[config.mk]
export PLATFORM = sky130hd
export DESIGN_NAME = ps2_tx
export DESIGN_NICKNAME = d
export VERILOG_FILES = /design/src/rtl/ps2_pkg.sv /design/src/rtl/ps2_clk_filter.sv /design/src/rtl/ps2_tx.sv
export SDC_FILE = /design/constraint.sdc
export NUM_CORES = 1
export LEC_CHECK = 0
export ABC_AREA = 1
export CORE_MARGIN = 2
export CORE_UTILIZATION = 63
export DETAILED_ROUTE_END_ITERATION = 12
export GPL_ROUTABILITY_DRIVEN = 0
export GPL_TIMING_DRIVEN = 0
export PLACE_DENSITY = 0.87
export SYNTH_ARGS = -nofsm -noshare
export SYNTH_HDL_FRONTEND = slang
export SYNTH_SLANG_ARGS = --single-unit
export TNS_END_PERCENT = 50
[constraint.sdc]
create_clock -name clk -period 2.45 [get_ports clk]
set_input_delay 0.6125 -clock clk [delete_from_list [all_inputs] [get_ports clk]]
set_output_delay 0.6125 -clock clk [all_outputs]
set_load 0.005 [all_outputs]
[src/rtl/ps2_pkg.sv]
// Shared PS/2 port definitions: transmitter states, filter depth default and frame parity.
package ps2_pkg;

    localparam int unsigned DEFAULT_FILTER_LEN = 8;
    localparam int unsigned FRAME_BITS         = 9;

    typedef enum logic [2:0] {
        IDLE,
        RTS,
        START,
        DATA,
        STOP,
        ACK,
        WAIT_IDLE
    } state_t;

    // Odd parity: the parity bit makes the count of ones in data+parity odd.
    function automatic logic odd_parity(input logic [7:0] b);
        return ~^b;
    endfunction

endpackage

[src/rtl/ps2_clk_filter.sv]
// Glitch filter for the PS/2 clock pin with one-cycle fall/rise pulses.
module ps2_clk_filter
    import ps2_pkg::*;
#(
    parameter int unsigned FILTER_LEN = DEFAULT_FILTER_LEN
) (
    input  logic clk,
    input  logic reset,
    input  logic ps2c,
    output logic clk_f,
    output logic fall,
    output logic rise
);

    logic [FILTER_LEN-1:0] shreg;
    logic                  clk_f_next;

    // Filtered level only moves once every sample agrees.
    always_comb begin
        clk_f_next = clk_f;
        if (&shreg) begin
            clk_f_next = 1'b1;
        end else if (~|shreg) begin
            clk_f_next = 1'b0;
        end
    end

    always_ff @(posedge clk or negedge reset) begin
        if (!reset) begin
            shreg <= '1;
            clk_f <= 1'b1;
            fall  <= 1'b0;
            rise  <= 1'b0;
        end else begin
            shreg <= {ps2c, shreg[FILTER_LEN-1:1]};
            clk_f <= clk_f_next;
            fall  <= clk_f & ~clk_f_next;
            rise  <= ~clk_f & clk_f_next;
        end
    end

endmodule

[src/rtl/ps2_tx.sv]
// Host-to-device PS/2 transmitter: request-to-send, 11-bit frame on device clock, ack check.
module ps2_tx
    import ps2_pkg::*;
#(
    parameter int unsigned INHIBIT_CYCLES = 5000,
    parameter int unsigned FILTER_LEN     = DEFAULT_FILTER_LEN
) (
    input  logic       clk,
    input  logic       reset,
    input  logic       wr_ps2,
    input  logic [7:0] din,
    input  logic       ps2c,
    input  logic       ps2d,
    output logic       ps2c_oe,
    output logic       ps2d_oe,
    output logic       tx_idle,
    output logic       tx_done_tick,
    output logic       tx_ack_err
);

    localparam int unsigned      CNT_W    = $clog2(INHIBIT_CYCLES + 1);
    localparam logic [CNT_W-1:0] RTS_LAST = CNT_W'(INHIBIT_CYCLES - 1);
    localparam logic [CNT_W-1:0] RTS_DATA = CNT_W'(INHIBIT_CYCLES - 2);

    state_t                  state, state_next;
    logic [CNT_W-1:0]        cnt, cnt_next;
    logic [FRAME_BITS-1:0]   sh, sh_next;
    logic [3:0]              n, n_next;
    logic                    ack_err, ack_err_next;
    logic                    ps2c_oe_next, ps2d_oe_next, tx_idle_next;
    logic                    tx_done_tick_next, tx_ack_err_next;
    logic                    clk_f, fall, rise_unused;

    ps2_clk_filter #(
        .FILTER_LEN (FILTER_LEN)
    ) u_filter (
        .clk   (clk),
        .reset (reset),
        .ps2c  (ps2c),
        .clk_f (clk_f),
        .fall  (fall),
        .rise  (rise_unused)
    );

    always_ff @(posedge clk or negedge reset) begin
        if (!reset) begin
            state        <= IDLE;
            cnt          <= '0;
            sh           <= '0;
            n            <= '0;
            ack_err      <= 1'b0;
            ps2c_oe      <= 1'b0;
            ps2d_oe      <= 1'b0;
            tx_idle      <= 1'b1;
            tx_done_tick <= 1'b0;
            tx_ack_err   <= 1'b0;
        end else begin
            state        <= state_next;
            cnt          <= cnt_next;
            sh           <= sh_next;
            n            <= n_next;
            ack_err      <= ack_err_next;
            ps2c_oe      <= ps2c_oe_next;
            ps2d_oe      <= ps2d_oe_next;
            tx_idle      <= tx_idle_next;
            tx_done_tick <= tx_done_tick_next;
            tx_ack_err   <= tx_ack_err_next;
        end
    end

    // Next state and next values of the registered pin enables/status.
    always_comb begin
        state_next        = state;
        cnt_next          = cnt;
        sh_next           = sh;
        n_next            = n;
        ack_err_next      = ack_err;
        ps2c_oe_next      = 1'b0;
        ps2d_oe_next      = 1'b0;
        tx_done_tick_next = 1'b0;
        tx_ack_err_next   = 1'b0;

        unique case (state)
            IDLE: begin
                if (wr_ps2) begin
                    state_next   = RTS;
                    cnt_next     = '0;
                    sh_next      = {odd_parity(din), din};
                    n_next       = 4'd8;
                    ps2c_oe_next = 1'b1;
                end
            end
            RTS: begin
                cnt_next     = cnt + CNT_W'(1);
                ps2c_oe_next = 1'b1;
                ps2d_oe_next = (cnt >= RTS_DATA);
                if (cnt == RTS_LAST) begin
                    state_next   = START;
                    ps2c_oe_next = 1'b0;
                    ps2d_oe_next = 1'b1;
                end
            end
            START: begin
                ps2d_oe_next = 1'b1;
                if (fall) begin
                    state_next   = DATA;
                    ps2d_oe_next = ~sh[0];
                end
            end
            DATA: begin
                ps2d_oe_next = ~sh[0];
                if (fall) begin
                    if (n == 4'd0) begin
                        state_next   = STOP;
                        ps2d_oe_next = 1'b0;
                    end else begin
                        sh_next      = {1'b0, sh[FRAME_BITS-1:1]};
                        n_next       = n - 4'd1;
                        ps2d_oe_next = ~sh[1];
                    end
                end
            end
            STOP: begin
                if (fall) begin
                    state_next = ACK;
                end
            end
            ACK: begin
                if (fall) begin
                    ack_err_next = ps2d;
                    state_next   = WAIT_IDLE;
                end
            end
            WAIT_IDLE: begin
                // Bus must be fully released before the host may start again.
                if (clk_f && ps2d) begin
                    state_next        = IDLE;
                    tx_done_tick_next = 1'b1;
                    tx_ack_err_next   = ack_err;
                end
            end
            default: begin
                state_next = IDLE;
            end
        endcase

        tx_idle_next = (state_next == IDLE);
    end

endmodule
# After elaboration in Yosys (flattened, before gate mapping)
# Index checks and enable logic that the tools add are counted.
[totals]
ff_bits = 45
inputBits = 13
output_inout_bits = 5
elab_cells = 75
[classes]
n_addsub = 2
magnitude_cmp = 1
eq_ne = 10
muxes = 33
bitwise = 4
reduce_logical = 12
[ops]
columns = ["operator", "n"]
rows = [
  ["$mux W9", 3],
  ["$pmux W13 S2", 1],
  ["$mux W3", 8],
  ["$pmux W3 S7", 1],
  ["$pmux W9 S2", 1],
  ["$add A13 B1 Y13 const B", 1],
  ["$eq A13 B13 Y1 const B", 1],
  ["$ge A13 B13 Y1 const B", 1],
  ["$mux W13", 1],
  ["$mux W1", 12],
  ["$mux W4", 3],
  ["$eq A3 B3 Y1 const B", 3],
  ["$pmux W4 S2", 1],
  ["$reduce_and A8 Y1", 1],
  ["$reduce_or A8 Y1", 1],
  ["$reduce_xnor A8 Y1", 1],
  ["$eq A3 B2 Y1 const B", 2],
  ["$logic_not A3 Y1", 2],
  ["$logic_not A4 Y1", 1],
  ["$ne A2 B2 Y1 const B", 2],
  ["$reduce_and A2 Y1", 2],
  ["$reduce_and A4 Y1", 1],
  ["$reduce_bool A2 Y1", 2],
  ["$sub A4 B1 Y4 const B", 1],
  ["other kinds (7)", 9],
]

# Logic depth before layout (Yosys ltp)
[logic_depth]
depth_word = 5
depth_mapped = 10
ltp_nobuf = 9

# By module
# From an unflattened synthesis, not the netlist that was laid out.
[hier_totals]
hier_cells = 282
area_unflattened_um2 = 2301.0
[by_module_without_submodules]
columns = ["mod", "n_inst", "cells_each", "area_per_inst_um2", "seq_area_each_um2"]
rows = [
  ["ps2_tx", 1, 252, 1940.6, 877.1],
  ["ps2_clk_filter", 1, 30, 360.3, 286.5],
]

# Worst setup path before layout
# No wires, ideal clock.
[synth_path]
kind = "register -> register"
start = "register cnt[1]"
end = "register cnt[6]"
setup_ns = 0.117
arrival_time_ns = 1.260
required_ns = 2.333
setup_slack_ns = 1.073
stages_incl_launch_ff = 9
path_buffers = 0
synth_period_minus_slack_ns = 1.377
cell_sequence = "dfrtp_1 -> ha_1 -> nand2_1 -> nor2_1 -> nand2_1 -> nor2_1 -> nand2_1 -> o21ai_1 -> inv_1"
[synth_between]
elab_chain_len = 2
[synth_rtl]
columns = ["item", "line", "rtl"]
rows = [
  ["start, declared", "ps2_tx.sv:26", "logic [CNT_W-1:0] cnt, cnt_next;"],
  ["start signal, assigned", "ps2_tx.sv:59", "cnt <= cnt_next;"],
  ["$add A13 B1 Y13", "ps2_tx.sv:94", "cnt_next = cnt + CNT_W'(1);"],
  ["$pmux W13 S2", "ps2_tx.sv:83", "unique case (state)"],
]
# Every way passes these cells.
# A chain may end at the register's enable or synchronous reset.

# Final worst setup path
[layout_path]
start = "register tx_idle"
end = "output port tx_idle"
[layout_lines]
columns = ["item", "line", "rtl"]
rows = [
  ["start, declared", "ps2_tx.sv:16", "output logic tx_idle,"],
  ["start signal, assigned", "ps2_tx.sv:65", "tx_idle <= tx_idle_next;"],
]
# No word-level cell between the ends.

==> reports/metrics.yaml <==
reg2reg_slack_ns: 0.81
layout-drive-gt1-share_pct: 13.2
numCtsBuffers: 5
yosys_warnings: 0
cts_hold_buffers: 0
wl_per_cell_um: 11.5
cts_tree: "yes"
synth_area_leader_cell: "dfrtp_1"
drc: 0
cts_max_level: 2
syn_inst: 314
grt_pass1_wl_um: 7850
root_buffer: "clkbuf_8"
path_class: "reg -> out"
clk_path_buf_depth: 2
drv_slew: 0
end_kind: "primary output"
placedCellCount: 380
synth_top_area_share_pct: 35.5
drv_cap: 0
vias: 2037
synth-edff-count: 0
p_leak_nw: 1.40
drt_iter0_markers: 157
r2r_end: "cnt[6]"
worst_slew_pin_slew_ns: 0.527
async_flop_share_pct: 100
syn_nets: 331
ys_ff_latch: 45
fin_cells: 388
gr-total-overflow: 0
post_cts_buffers: 0
worstPathArrival_ns: 1.30
period_share_pct: 78.1
final_util_pct: 75.7
grt_start_max_net_pins: 25
initial_core_util_pct: 66.4
finalCriticalPeriod_ns: 1.91
grt_usage_pct: 23.3
hold_class: "in -> async"
critPathLaunchType: "register"
insertedDiodeCount: 0
cp_num_buf_inv: 1
synth_commonest_cells: "nand2_1 (92), inv_1 (44), dfrtp_1 (35)"
r2r.worst_path.cells: 8
stdcell_area_um2: 2810
synth_most_common_cell: "nand2_1"
fin_worst_skew_ns: 0.00944
cp_slowest_cell: "dfstp_2"
cts_resized: 0
peakVddDrop_mv: 0.537
placement_rows: 22
hold_viol: 0
slew_headroom_pct: 64.9
syn-cell-area_um2: 2470
place_area_um2: 2720
portBuffers: 17
syn_area_per_cell_um2: 7.85
coreArea_um2: 3720
synth_cell_types: 30
powerDensity_nw_per_um2: 983
finalNetCount: 356
final_antenna_net_count: 0
setup_viol: 0
via_per_inst: 5.25
crit_family: "flip-flops"
finalSetupTns_ns: 0
synthFlopType: "dfrtp_1"
r2r-start: "cnt[0]"
dieArea_um2: 4430
cp_max_fo: 1
area_growth_pct: 14.1
die_w_um: 66.6
antenna_found_initial: 0
grt_pass1_vias: 1911
yosysSeqAreaShare_pct: 46.2
clkTransAtPathRegs_ns: 0.09
dr.pass1.iters: 5
critPathMaxStageDelay_ns: 0.52
routed_wl_um: 4440
status: "finished, final reports clean"
crit_chain: "clkdlybuf4s50_1"
synthTopCellsByArea: "dfrtp_1 (36%), nand2_1 (14%), dfstp_2 (11%)"
post-dp-hpwl_um: 3360
fp.dieH_um: 66.6
io_pins: 18
crit_required_ns: 1.84
cts.sinks: 45
clock.fmax_mhz: 522
clk_latency_ns: 0.30
rsz0062_at_grt: "no"
registers in the layout, indices dropped and copies added, names as in the netlist, 3 cells and up:
name	count
cnt	13
n	4
sh	9
state	3
u_filter.shreg	8
report_power, final:
| part | total [mW] | switching, mW | leakage, nW | internal [mW] |
|---|---|---|---|---|
| clock network | 0.473 | 0.244 | 0.0445 | 0.229 |
| registers | 1.13 | 0.157 | 0.556 | 0.976 |
| logic | 1.16 | 0.709 | 0.796 | 0.449 |
layout make-up:
cell class | instances | area (µm²)
clock inverters | 1 | 7.51
repair buffers | 18 | 193
fillers | 283 | 903
inverters | 47 | 183
multi-input cells | 219 | 1110
well taps | 48 | 60.1
flip-flops and latches | 45 | 1140
plain buffers | 3 | 32.5
clock buffers | 7 | 86.3
cell families after synthesis:
logic type,synth area share (%)
multiplexers,0.457
adder cells (fa/ha/maj),2.03
buffers and inverters,8.73
AND/OR/NAND/NOR,28.7
AO/OA/AOI/OAI,10.7
flip-flops,46.2
XOR/XNOR,3.20
routing by layer:
| layer | routed length, µm | share of wire [%] | vias to the layer above | GRT usage [%] |
|---|---|---|---|---|
| met5 | 0 | 0 | - | 0 |
| met4 | 46 | 1.0 | 0 | 8.42 |
| met3 | 179 | 4.0 | 6 | 6.76 |
| met2 | 2090 | 47 | 43 | 38.4 |
| met1 | 2120 | 48 | 947 | 29.2 |
| li1 | - | - | 1041 | - |
how the worst max path moves through the flow:
stage | slack (ns) | from | depth (start not counted) | end
finish | 0.54 | tx_idle | 1 | tx_idle
global route | 0.49 | tx_idle | 1 | tx_idle
CTS | 0.52 | tx_idle | 1 | tx_idle
detailed placement | 0.50 | wr_ps2 | 7 | sh[3]
global placement | -0.35 | reset | 1 | sh[3]
floorplan | 1.07 | cnt[1] | 8 | cnt[6]
cells in the final DEF (no fill, tap or decap), types with 2 or more instances in the layout:
cell / n
o21ai_0: 26
a21oi_1: 6
nor3_1: 8
inv_1: 44
nor2_1: 23
ha_1: 4
o21ai_2: 8
o21ai_1: 2
nand2_4: 4
nand2_2: 2
nand4_1: 2
nand2_1: 92
dfstp_2: 10
or2_2: 2
dfrtp_1: 35
clkbuf_8: 6
clkdlybuf4s50_1: 16
xnor2_1: 4
buf_2: 2
xor2_1: 5
nand3_1: 25
through the flow:
step | power [mW] | hold WS (ns) | worst slack [ns]
final | 2.76 | 0.280 | 0.536
after CTS | 2.77 | 0.293 | 0.525
after detailed placement | 2.29 | 0.359 | 0.499
after floorplan | 1.99 | 0.317 | 1.07
after global routing | 3.01 | 0.307 | 0.492
after global placement | 2.24 | 0.355 | -0.355
(Power assumes the default switching activity.)
